File: src/rtl/conv2d_sched.sv
// rtl/conv2d_sched.sv - layer scheduler for a 2-D convolution core
//
// Walks every (output channel, input channel) pair of a layer. For each pair
// it fetches one kernel, loads it into the core, waits for the pixel source,
// starts one pass and routes the pass's partial sums through an external
// accumulator. The last input channel of each output channel streams its
// results downstream instead of writing them back.
//
// Ports:
//   clk, rst_n                    clock, asynchronous active-low reset
//   cfg_start/cfg_abort           layer start pulse (IDLE only), synchronous abort
//   cfg_width/length/in_ch/out_ch layer shape, latched on accepted start
//   busy, done                    status level, layer-complete pulse
//   wgt_req/wgt_addr/wgt_vld/wgt_data   kernel fetch handshake
//   param_ena/param_weight/param_width/param_length   core parameter load
//   src_ready, src_ch             pixel source handshake
//   pxl_ena_x                     pass start pulse
//   core_ena_y, core_pxl_y        core partial-sum read request and data
//   core_ena_z                    core result valid
//   acc_rd_en/acc_rd_addr/acc_rdata     accumulator read port
//   acc_wr_en/acc_wr_addr         accumulator write port
//   out_en, out_oc                final-result strobe and its output channel
module conv2d_sched #(
  parameter int C_WIDTH  = 9,
  parameter int C_LENGTH = 18,
  parameter int KS       = 3,
  parameter int C_CH     = 8,
  parameter int C_WA     = 16
) (
  input  logic                   clk,
  input  logic                   rst_n,
  input  logic                   cfg_start,
  input  logic                   cfg_abort,
  input  logic [C_WIDTH-1:0]     cfg_width,
  input  logic [C_LENGTH-1:0]    cfg_length,
  input  logic [C_CH-1:0]        cfg_in_ch,
  input  logic [C_CH-1:0]        cfg_out_ch,
  output logic                   busy,
  output logic                   done,
  output logic                   wgt_req,
  output logic [C_WA-1:0]        wgt_addr,
  input  logic                   wgt_vld,
  input  logic [KS*KS*32-1:0]    wgt_data,
  output logic                   param_ena,
  output logic [KS*KS*32-1:0]    param_weight,
  output logic [C_WIDTH-1:0]     param_width,
  output logic [C_LENGTH-1:0]    param_length,
  input  logic                   src_ready,
  output logic [C_CH-1:0]        src_ch,
  output logic                   pxl_ena_x,
  input  logic                   core_ena_y,
  output logic [31:0]            core_pxl_y,
  input  logic                   core_ena_z,
  output logic                   acc_rd_en,
  output logic [C_LENGTH-1:0]    acc_rd_addr,
  input  logic [31:0]            acc_rdata,
  output logic                   acc_wr_en,
  output logic [C_LENGTH-1:0]    acc_wr_addr,
  output logic                   out_en,
  output logic [C_CH-1:0]        out_oc
);

  typedef enum logic [2:0] {
    IDLE, FETCH, LOAD, WAITSRC, START, DRAIN, NEXT, FIN
  } state_t;

  localparam logic [C_CH-1:0]     CH_ONE  = C_CH'(1);
  localparam logic [C_LENGTH-1:0] LEN_ONE = C_LENGTH'(1);
  localparam logic [C_WA-1:0]     WA_ONE  = C_WA'(1);

  state_t                state;
  logic [C_WIDTH-1:0]    width_q;
  logic [C_LENGTH-1:0]   len_q;
  logic [C_CH-1:0]       in_ch_q;
  logic [C_CH-1:0]       out_ch_q;
  logic [C_CH-1:0]       ic;
  logic [C_CH-1:0]       oc;
  logic [C_WA-1:0]       kidx;
  logic [C_LENGTH-1:0]   z_cnt;
  logic [C_LENGTH-1:0]   rd_addr;
  logic [C_LENGTH-1:0]   wr_addr;

  logic                  last_ic;
  logic                  last_oc;
  logic                  in_drain;
  logic                  z_take;
  logic [C_LENGTH-1:0]   z_next;

  assign last_ic  = (ic == in_ch_q - CH_ONE);
  assign last_oc  = (oc == out_ch_q - CH_ONE);
  // An abort in the same cycle silences every datapath strobe at once.
  assign in_drain = (state == DRAIN) && !cfg_abort;
  // Beats past the pass length are dropped so z_cnt can never run beyond it.
  assign z_take   = in_drain && core_ena_z && (z_cnt != len_q);
  assign z_next   = z_take ? (z_cnt + LEN_ONE) : z_cnt;

  assign busy        = (state != IDLE);
  assign wgt_addr    = kidx;
  assign src_ch      = ic;
  assign out_oc      = oc;
  assign acc_rd_addr = rd_addr;
  assign acc_wr_addr = wr_addr;

  // The first input channel starts from zero; later ones add onto the
  // partial sums stored by the previous pass.
  assign core_pxl_y = (ic == '0) ? 32'd0 : acc_rdata;
  assign acc_rd_en  = in_drain && core_ena_y && (ic != '0);
  assign acc_wr_en  = z_take && !last_ic;
  assign out_en     = z_take && last_ic;

  always_ff @(posedge clk or negedge rst_n) begin
    if (!rst_n) begin
      state        <= IDLE;
      width_q      <= '0;
      len_q        <= '0;
      in_ch_q      <= '0;
      out_ch_q     <= '0;
      ic           <= '0;
      oc           <= '0;
      kidx         <= '0;
      z_cnt        <= '0;
      rd_addr      <= '0;
      wr_addr      <= '0;
      done         <= 1'b0;
      wgt_req      <= 1'b0;
      param_ena    <= 1'b0;
      pxl_ena_x    <= 1'b0;
      param_weight <= '0;
      param_width  <= '0;
      param_length <= '0;
    end else begin
      param_ena <= 1'b0;
      pxl_ena_x <= 1'b0;
      done      <= 1'b0;
      if (cfg_abort) begin
        state   <= IDLE;
        wgt_req <= 1'b0;
        ic      <= '0;
        oc      <= '0;
        kidx    <= '0;
      end else begin
        case (state)
          IDLE: begin
            if (cfg_start) begin
              width_q  <= cfg_width;
              len_q    <= cfg_length;
              in_ch_q  <= cfg_in_ch;
              out_ch_q <= cfg_out_ch;
              ic       <= '0;
              oc       <= '0;
              kidx     <= '0;
              // An empty layer completes without touching the core.
              if (cfg_in_ch != '0 && cfg_out_ch != '0) begin
                state   <= FETCH;
                wgt_req <= 1'b1;
              end else begin
                state <= FIN;
              end
            end
          end
          FETCH: begin
            if (wgt_vld) begin
              param_weight <= wgt_data;
              param_width  <= width_q;
              param_length <= len_q;
              wgt_req      <= 1'b0;
              param_ena    <= 1'b1;
              state        <= LOAD;
            end
          end
          LOAD: state <= WAITSRC;
          WAITSRC: begin
            if (src_ready) begin
              pxl_ena_x <= 1'b1;
              state     <= START;
            end
          end
          START: begin
            z_cnt   <= '0;
            rd_addr <= '0;
            wr_addr <= '0;
            state   <= DRAIN;
          end
          DRAIN: begin
            if (core_ena_y) rd_addr <= rd_addr + LEN_ONE;
            if (z_take) begin
              z_cnt   <= z_next;
              wr_addr <= wr_addr + LEN_ONE;
            end
            if (z_next == len_q) state <= NEXT;
          end
          NEXT: begin
            kidx <= kidx + WA_ONE;
            if (last_ic) begin
              ic <= '0;
              if (last_oc) begin
                state <= FIN;
              end else begin
                oc      <= oc + CH_ONE;
                state   <= FETCH;
                wgt_req <= 1'b1;
              end
            end else begin
              ic      <= ic + CH_ONE;
              state   <= FETCH;
              wgt_req <= 1'b1;
            end
          end
          FIN: begin
            done  <= 1'b1;
            state <= IDLE;
          end
          default: state <= IDLE;
        endcase
      end
    end
  end

endmodule

File: config.mk
export PLATFORM = sky130hd
export DESIGN_NAME = conv2d_sched
export DESIGN_NICKNAME = d
export VERILOG_FILES = /design/src/rtl/conv2d_sched.sv
export SDC_FILE = /design/constraint.sdc
export NUM_CORES = 1
export LEC_CHECK = 0
export CAP_MARGIN = 40
export CORE_AREA = 2 2 312 314
export CTS_CLUSTER_DIAMETER = 50
export CTS_CLUSTER_SIZE = 14
export DETAILED_ROUTE_END_ITERATION = 8
export DIE_AREA = 0 0 314 316
export DONT_BUFFER_PORTS = 1
export GPL_TIMING_DRIVEN = 0
export PLACE_DENSITY = 0.33
export SETUP_SLACK_MARGIN = 0.5
export SKIP_LAST_GASP = 1
export SYNTH_ARGS = -nofsm -noshare
export SYNTH_HDL_FRONTEND = slang
export SYNTH_SLANG_ARGS = --single-unit
File: constraint.sdc
create_clock -name clk -period 3.8 [get_ports clk]
set_clock_uncertainty 0.2 [all_clocks]
set_input_delay 0.76 -clock clk [delete_from_list [all_inputs] [get_ports clk]]
set_output_delay 0.76 -clock clk [all_outputs]
set_load 0.005 [all_outputs]
==> results.json, run 1 <==
{
  "die_h_um": 316,
  "die_w_um": 314,
  "hold_path.class": "input port to async pin",
  "grt_pass1_wl_um": 118000,
  "slew_headroom_pct": -134,
  "clk_pin_slew_worst_paths_ps": 60,
  "antenna_found_initial": 19,
  "crit_arrival_ps": 2820,
  "grt_pass1_vias": 17400,
  "violations": "negative hold slack, max-slew violations",
  "start_util_pct": 20.3,
  "core_region_area_um2": 96000,
  "wire_per_inst_um": 20.9,
  "cts_buffers": 79,
  "tightest_slew_ps": 3510,
  "crit_top_cell": "nor2_4",
  "via_per_inst": 4.25,
  "crit_required_ps": 2840,
  "hold_buffers": 286,
  "finish.net_count": 2950,
  "synth_area_um2": 19500,
  "ys_warn_count": 0,
  "worst-setup-path-type": "register to output port",
  "hold_viol_final": 114,
  "drt_pass1_iterations": 5,
  "maxCapViolations": 0,
  "seq_area_frac_synth_pct": 57.9,
  "holdWs_ps": -401,
  "cp_slowest_stage_delay_ps": 530,
  "clk_path_buf_depth": 3,
  "finalCritPeriodShare_pct": 99.4,
  "synth_seq_cells": 451,
  "final_antenna_net_count": 0,
  "cts_sinks": 451,
  "synthTopCellsByArea": "dfrtp_1 58%, nand2_1 20%, mux2_2 2.5%",
  "fmax_mhz": 265,
  "crit_buf_inv": 1,
  "io_buffers": 0,
  "yosys.area.top_type": "dfrtp_1",
  "post-synth-top-count-cell": "nand2_1",
  "crit_path_end_kind": "output port",
  "slew_violations": 342,
  "post-place-ws_ps": -421,
  "finalPower_mw": 20.6,
  "crit_fanout": 3,
  "grt_max_degree": 452,
  "rsz0062_at_grt": "true",
  "grt_overflow": 0,
  "num-fill-cells": 10200,
  "async_flop_share_pct": 100,
  "crit_path_start_kind": "register",
  "drc_errors": 0,
  "power_density_nw_per_um2": 748,
  "cts_root_buf": "clkbuf_16",
  "drive_gt1_share_pct": 11.5,
  "rows": 114,
  "ioPinCount": 794,
  "syn2layout_area_growth_pct": 41.2,
  "wl_um": 82000,
  "cp_top_family": "simple AND/OR/NAND/NOR gates",
  "dpl.hpwl_um": 61700,
  "syn_inst": 2165,
  "syn_avg_cell_area_um2": 9.00,
  "power.leakage_nw": 13.0,
  "die-area_um2": 99200,
  "crit_slowest_cell": "or4_4",
  "synth-edff-count": 0,
  "crit_path_cell_trace": "or4_4 > or4b_1 > and3_1 > o31a_1 > nor2_4 > buf_4 > nor2_4",
  "fin_crit_ps": 3780,
  "ys_top_cells_by_count": "1,018 x nand2_1, 451 x dfrtp_1, 95 x clkbuf_1, 82 x nor2_1, 71 x o21ai_0",
  "synth_top_area_share_pct": 57.9,
  "htree_levels": 3,
  "synth_fp_nets": 2545,
  "clock_latency_ps": 660,
  "synthFlopType": "dfrtp_1",
  "yosysUniqueCellTypes": 73,
  "vdd_drop_max_uv": 328,
  "outcome": "finished, violations left",
  "track_usage_pct": 16.0,
  "place_congestion": 0.832,
  "route.vias.total": 16700,
  "layout_setup_ws_ps": 22.7,
  "cts_tree": "yes",
  "drtIter0Drc": 894,
  "setup_viol_count_final": 0
}
-- where the power goes --
group          leakage (nW)  internal (mW)  switching, mW
combinational          5.86           1.76           2.22
sequential             5.74           6.65           2.13
clock                  1.41           5.01           2.80
total                  13.0           13.4           7.15
-- placed cells by master, fill, tap and decap left out, types with 7 or more instances in the layout --
master,instances
a21oi_1,32
and2_1,37
and3_1,24
buf_1,9
buf_4,16
buf_6,18
bufinv_16,13
clkbuf_1,82
clkbuf_16,80
clkbuf_2,16
clkbuf_8,13
clkinv_2,8
dfrtp_1,446
dlygate4sd3_1,286
ha_1,9
inv_1,18
inv_6,7
mux2_2,44
nand2_1,1016
nand3_1,35
nand3b_1,7
nand4_1,17
nor2_1,78
nor3_1,11
nor4_1,7
o21ai_0,68
or3_1,10
xnor2_1,27
xor2_1,49
-- layer usage --
layer	GRT usage [%]	up-vias	share of wire (%)
met5	0	-	0.055
met3	6.47	131	9.6
met1	17.1	8100	36
met4	4.96	8	2.2
met2	28.9	653	52
li1	-	7770	-
-- what timing repair did --
item,in CTS,in global routing
pin swaps,9,9
endpoints found under the hold margin,737,451
resized for setup,43,66
buffers inserted,23,8
cloned,0,0
setup endpoints to repair,289,89
-- path summary, 6_finish.rpt --
kind / to / cells after the start / startpoint / slack [ps]
setup reg to reg: state[1] / 20 / in_ch_q[2] / 70
min in group clk: param_weight[60] / 2 / wgt_data[60] / 50
hold / removal: acc_rd_addr[8] / 0 / rst_n / -400
setup / recovery: acc_wr_en / 7 / in_ch_q[2] / 20
hold reg to reg: param_width[1] / 2 / width_q[1] / 260
max in group asynchronous: z_cnt[17] / 0 / rst_n / 780
-- through the flow --
stage | hold WS (ps) | utilization, % | instances | setup TNS [ps] | area [µm²]
after floorplan | 233 | - | 2165 | 0 | 19500
after global placement | 246 | 22.0 | 3441 | -71440 | 21100
after detailed placement | 249 | 22.0 | 3448 | -2620 | 21100
after CTS | -455 | 28.4 | 3903 | -70.1 | 27300
after global routing | -447 | 28.6 | 3914 | -160 | 27500
final | -401 | 28.7 | 3917 | 0 | 27500
-- final cells by class --
cell class | instances | area, µm² | area share (%)
plain buffers | 107 | 504 | 1.83
repair buffers | 324 | 3220 | 11.7
flip-flops and latches | 451 | 11300 | 41.0
inverters | 19 | 73.8 | 0.268
multi-input cells | 1588 | 7880 | 28.6
diodes | 6 | 15.0 | 0.0546
clock buffers | 97 | 2150 | 7.83
well taps | 1276 | 1600 | 5.80
clock inverters | 49 | 772 | 2.81
-- flip-flops by register name, indices dropped and copies added (netlist names) --
register	count
acc_rd_addr	18
acc_wr_addr	18
done	1
in_ch_q	8
len_q	18
out_ch_q	8
out_oc	8
param_ena	1
param_length	18
param_weight	288
param_width	9
pxl_ena_x	1
src_ch	8
state	3
wgt_addr	16
wgt_req	1
width_q	9
z_cnt	18
-- cell families after synthesis --
kind of cell    count (synthesis)  synth area share (%)
flops                         451                  57.9
fa+ha+maj                       9                 0.578
buf+inv                       126                  2.68
simple gates                 1291                  27.4
compound gates                158                  4.89
xor+xnor                       82                  3.69
mux                            48                  2.77
Power figures use the tool's default switching activity.
==> inputs of run 2 (changes only) <==
--- a/config.mk
+++ b/config.mk
@@ -6,14 +6,14 @@
 export NUM_CORES = 1
 export LEC_CHECK = 0
 export CAP_MARGIN = 40
-export CORE_AREA = 2 2 312 314
+export CORE_AREA = 2 2 309 311
 export CTS_CLUSTER_DIAMETER = 50
 export CTS_CLUSTER_SIZE = 14
 export DETAILED_ROUTE_END_ITERATION = 8
-export DIE_AREA = 0 0 314 316
+export DIE_AREA = 0 0 311 313
 export DONT_BUFFER_PORTS = 1
 export GPL_TIMING_DRIVEN = 0
-export PLACE_DENSITY = 0.33
+export PLACE_DENSITY = 0.34
 export SETUP_SLACK_MARGIN = 0.5
 export SKIP_LAST_GASP = 1
 export SYNTH_ARGS = -nofsm -noshare
==> run 2 against run 1 <==
Compared with the run above:
- the flow still finishes with violations (negative hold slack, max-slew violations)
- critical path type unchanged
- highest routed layer unchanged
- power fell by 2.1%
- clock-buffer cell count did not move
- largest power group unchanged
- hold slack improved by 42 ps
- wire length fell by 0.37%
- worst setup slack improved by 68 ps
- via count barely moved
- first-iteration DRC count rose by 1.9%
- sequential power barely moved
==> results.json, run 2 (synthesis gave the netlist of run 1 again) <==
{
  "regArea_um2": 11300,
  "tightest_slew_ps": 3670,
  "tns_ps": 0,
  "violations": "negative hold slack, max-slew violations",
  "htree_levels": 3,
  "power.leakage_nw": 12.9,
  "final_antenna_net_count": 0,
  "largest_register_ffs": 288,
  "drc_errors": 0,
  "cts_root_buf": "clkbuf_16",
  "grt_pass1_vias": 17500,
  "start_util_pct": 20.7,
  "place_congestion": 0.844,
  "slew_headroom_pct": -145,
  "grt_overflow": 0,
  "slew_violations": 361,
  "cts_sinks": 451,
  "outcome": "finished, violations left",
  "die_h_um": 313,
  "power_density_nw_per_um2": 742,
  "drive_gt1_share_pct": 11.4,
  "grt_pass1_wl_um": 118000,
  "syn2layout_area_growth_pct": 39.5,
  "io_buffers": 0,
  "maxCapViolations": 0,
  "finalCritPeriodShare_pct": 97.6,
  "track_usage_pct": 16.3,
  "rows": 113,
  "crit_required_ps": 2840,
  "hold_buffers": 270,
  "die-area_um2": 97300,
  "drt_pass1_iterations": 7,
  "hold_path.class": "input port to async pin",
  "core_region_area_um2": 94200,
  "worst-setup-path-type": "register to output port",
  "num-fill-cells": 10000,
  "ioPinCount": 794,
  "grt_max_degree": 452,
  "via_per_inst": 4.28,
  "crit_fanout": 4,
  "drtIter0Drc": 911,
  "holdWs_ps": -359,
  "setup_viol_count_final": 0,
  "final_common_cell": "nand2_1",
  "clock_latency_ps": 630,
  "route.vias.total": 16700,
  "fmax_mhz": 270,
  "finish.net_count": 2931,
  "clk_pin_slew_worst_paths_ps": 50,
  "top_register": "param_weight",
  "die_w_um": 311,
  "cts_buffers": 80,
  "crit_path_start_kind": "register",
  "crit_path_end_kind": "output port",
  "layout_common_cells": "1,016 x nand2_1, 447 x dfrtp_1, 270 x dlygate4sd3_1",
  "clk_path_buf_depth": 3,
  "antenna_found_initial": 21,
  "vdd_drop_max_uv": 389,
  "wire_per_inst_um": 21.0,
  "hold_viol_final": 91,
  "wl_um": 81700,
  "dpl.hpwl_um": 61000,
  "fin_crit_ps": 3710,
  "cts_tree": "yes",
  "rsz0062_at_grt": "true",
  "crit_arrival_ps": 2750,
  "multi_input_comb_area_um2": 7850
}
[run 2: cell count changes in the layout (fill, tap and decap cells not counted), sizes merged]
cell	previous run	this run
buf	48	41
bufinv	13	3
clkbuf	193	195
clkdlybuf4s18	0	1
clkinv	20	26
diode	6	15
dlygate4sd3	286	270
inv	29	34
[run 2: worst max-delay path, stage by stage, from the launching register on]
cell and delay, ps:
dfrtp_2 430, xor2_2 210, or4_4 580, or4_4 470
o21ai_4 190, clkbuf_16 180, nor3_4 60
[run 2: cell type report]
cell class                 instances  area share [%]
timing repair buffer             304            11.2
inverter                          19           0.272
sequential                       451            41.6
tap                             1265            5.82
multi-input combinational       1588            28.9
buffer                           107            1.89
clock buffer                      97            8.29
antenna                           15           0.138
clock inverter                    50            1.94
[run 2: timing repair]
action / CTS / global route
setup endpoints to repair: 93 / 201
hold endpoints to repair: 721 / 451
resized for setup: 40 / 64
pin swaps: 12 / 10
setup buffers: 19 / 4
[run 2: final timing paths]
check	start	to	slack, ps	cells past startpoint
worst max-delay path	len_q[17]	out_en	90	6
worst max register to register	in_ch_q[1]	state[1]	180	18
worst min register to register	width_q[3]	param_width[3]	260	2
worst min-delay path	rst_n	acc_rd_addr[15]	-360	0
min in group clk	wgt_data[150]	param_weight[150]	60	2
max in group asynchronous	rst_n	z_cnt[10]	890	0
[run 2: power by group]
part	switching, mW	internal, mW
registers	2.12	6.65
clock network	2.86	4.54
logic	2.23	1.75
total	7.21	12.9
[run 2: per-stage QoR]
| stage | setup slack, ps | power, mW | instance area (µm²) | util (%) | std cells |
|---|---|---|---|---|---|
| 3_5_place_dp | -384 | 12.5 | 21200 | 22.5 | 3441 |
| 6_report | 90.4 | 20.2 | 27200 | 28.9 | 3896 |
| 3_3_place_gp | -403 | 12.4 | 21100 | 22.4 | 3430 |
| 2_1_floorplan | 599 | 10.6 | 19500 | - | 2165 |
| 4_1_cts | -38.1 | 20.4 | 27000 | 28.6 | 3877 |
| 5_1_grt | -15.3 | 21.4 | 27200 | 28.9 | 3895 |
[run 2: per-layer routing]
metal	GRT usage, %	routed length [µm]	up-vias
met5	0	13	-
met4	6.85	2580	2
met3	6.68	7920	140
met2	28.8	41900	714
met1	17.1	29200	8067
li1	-	-	7753
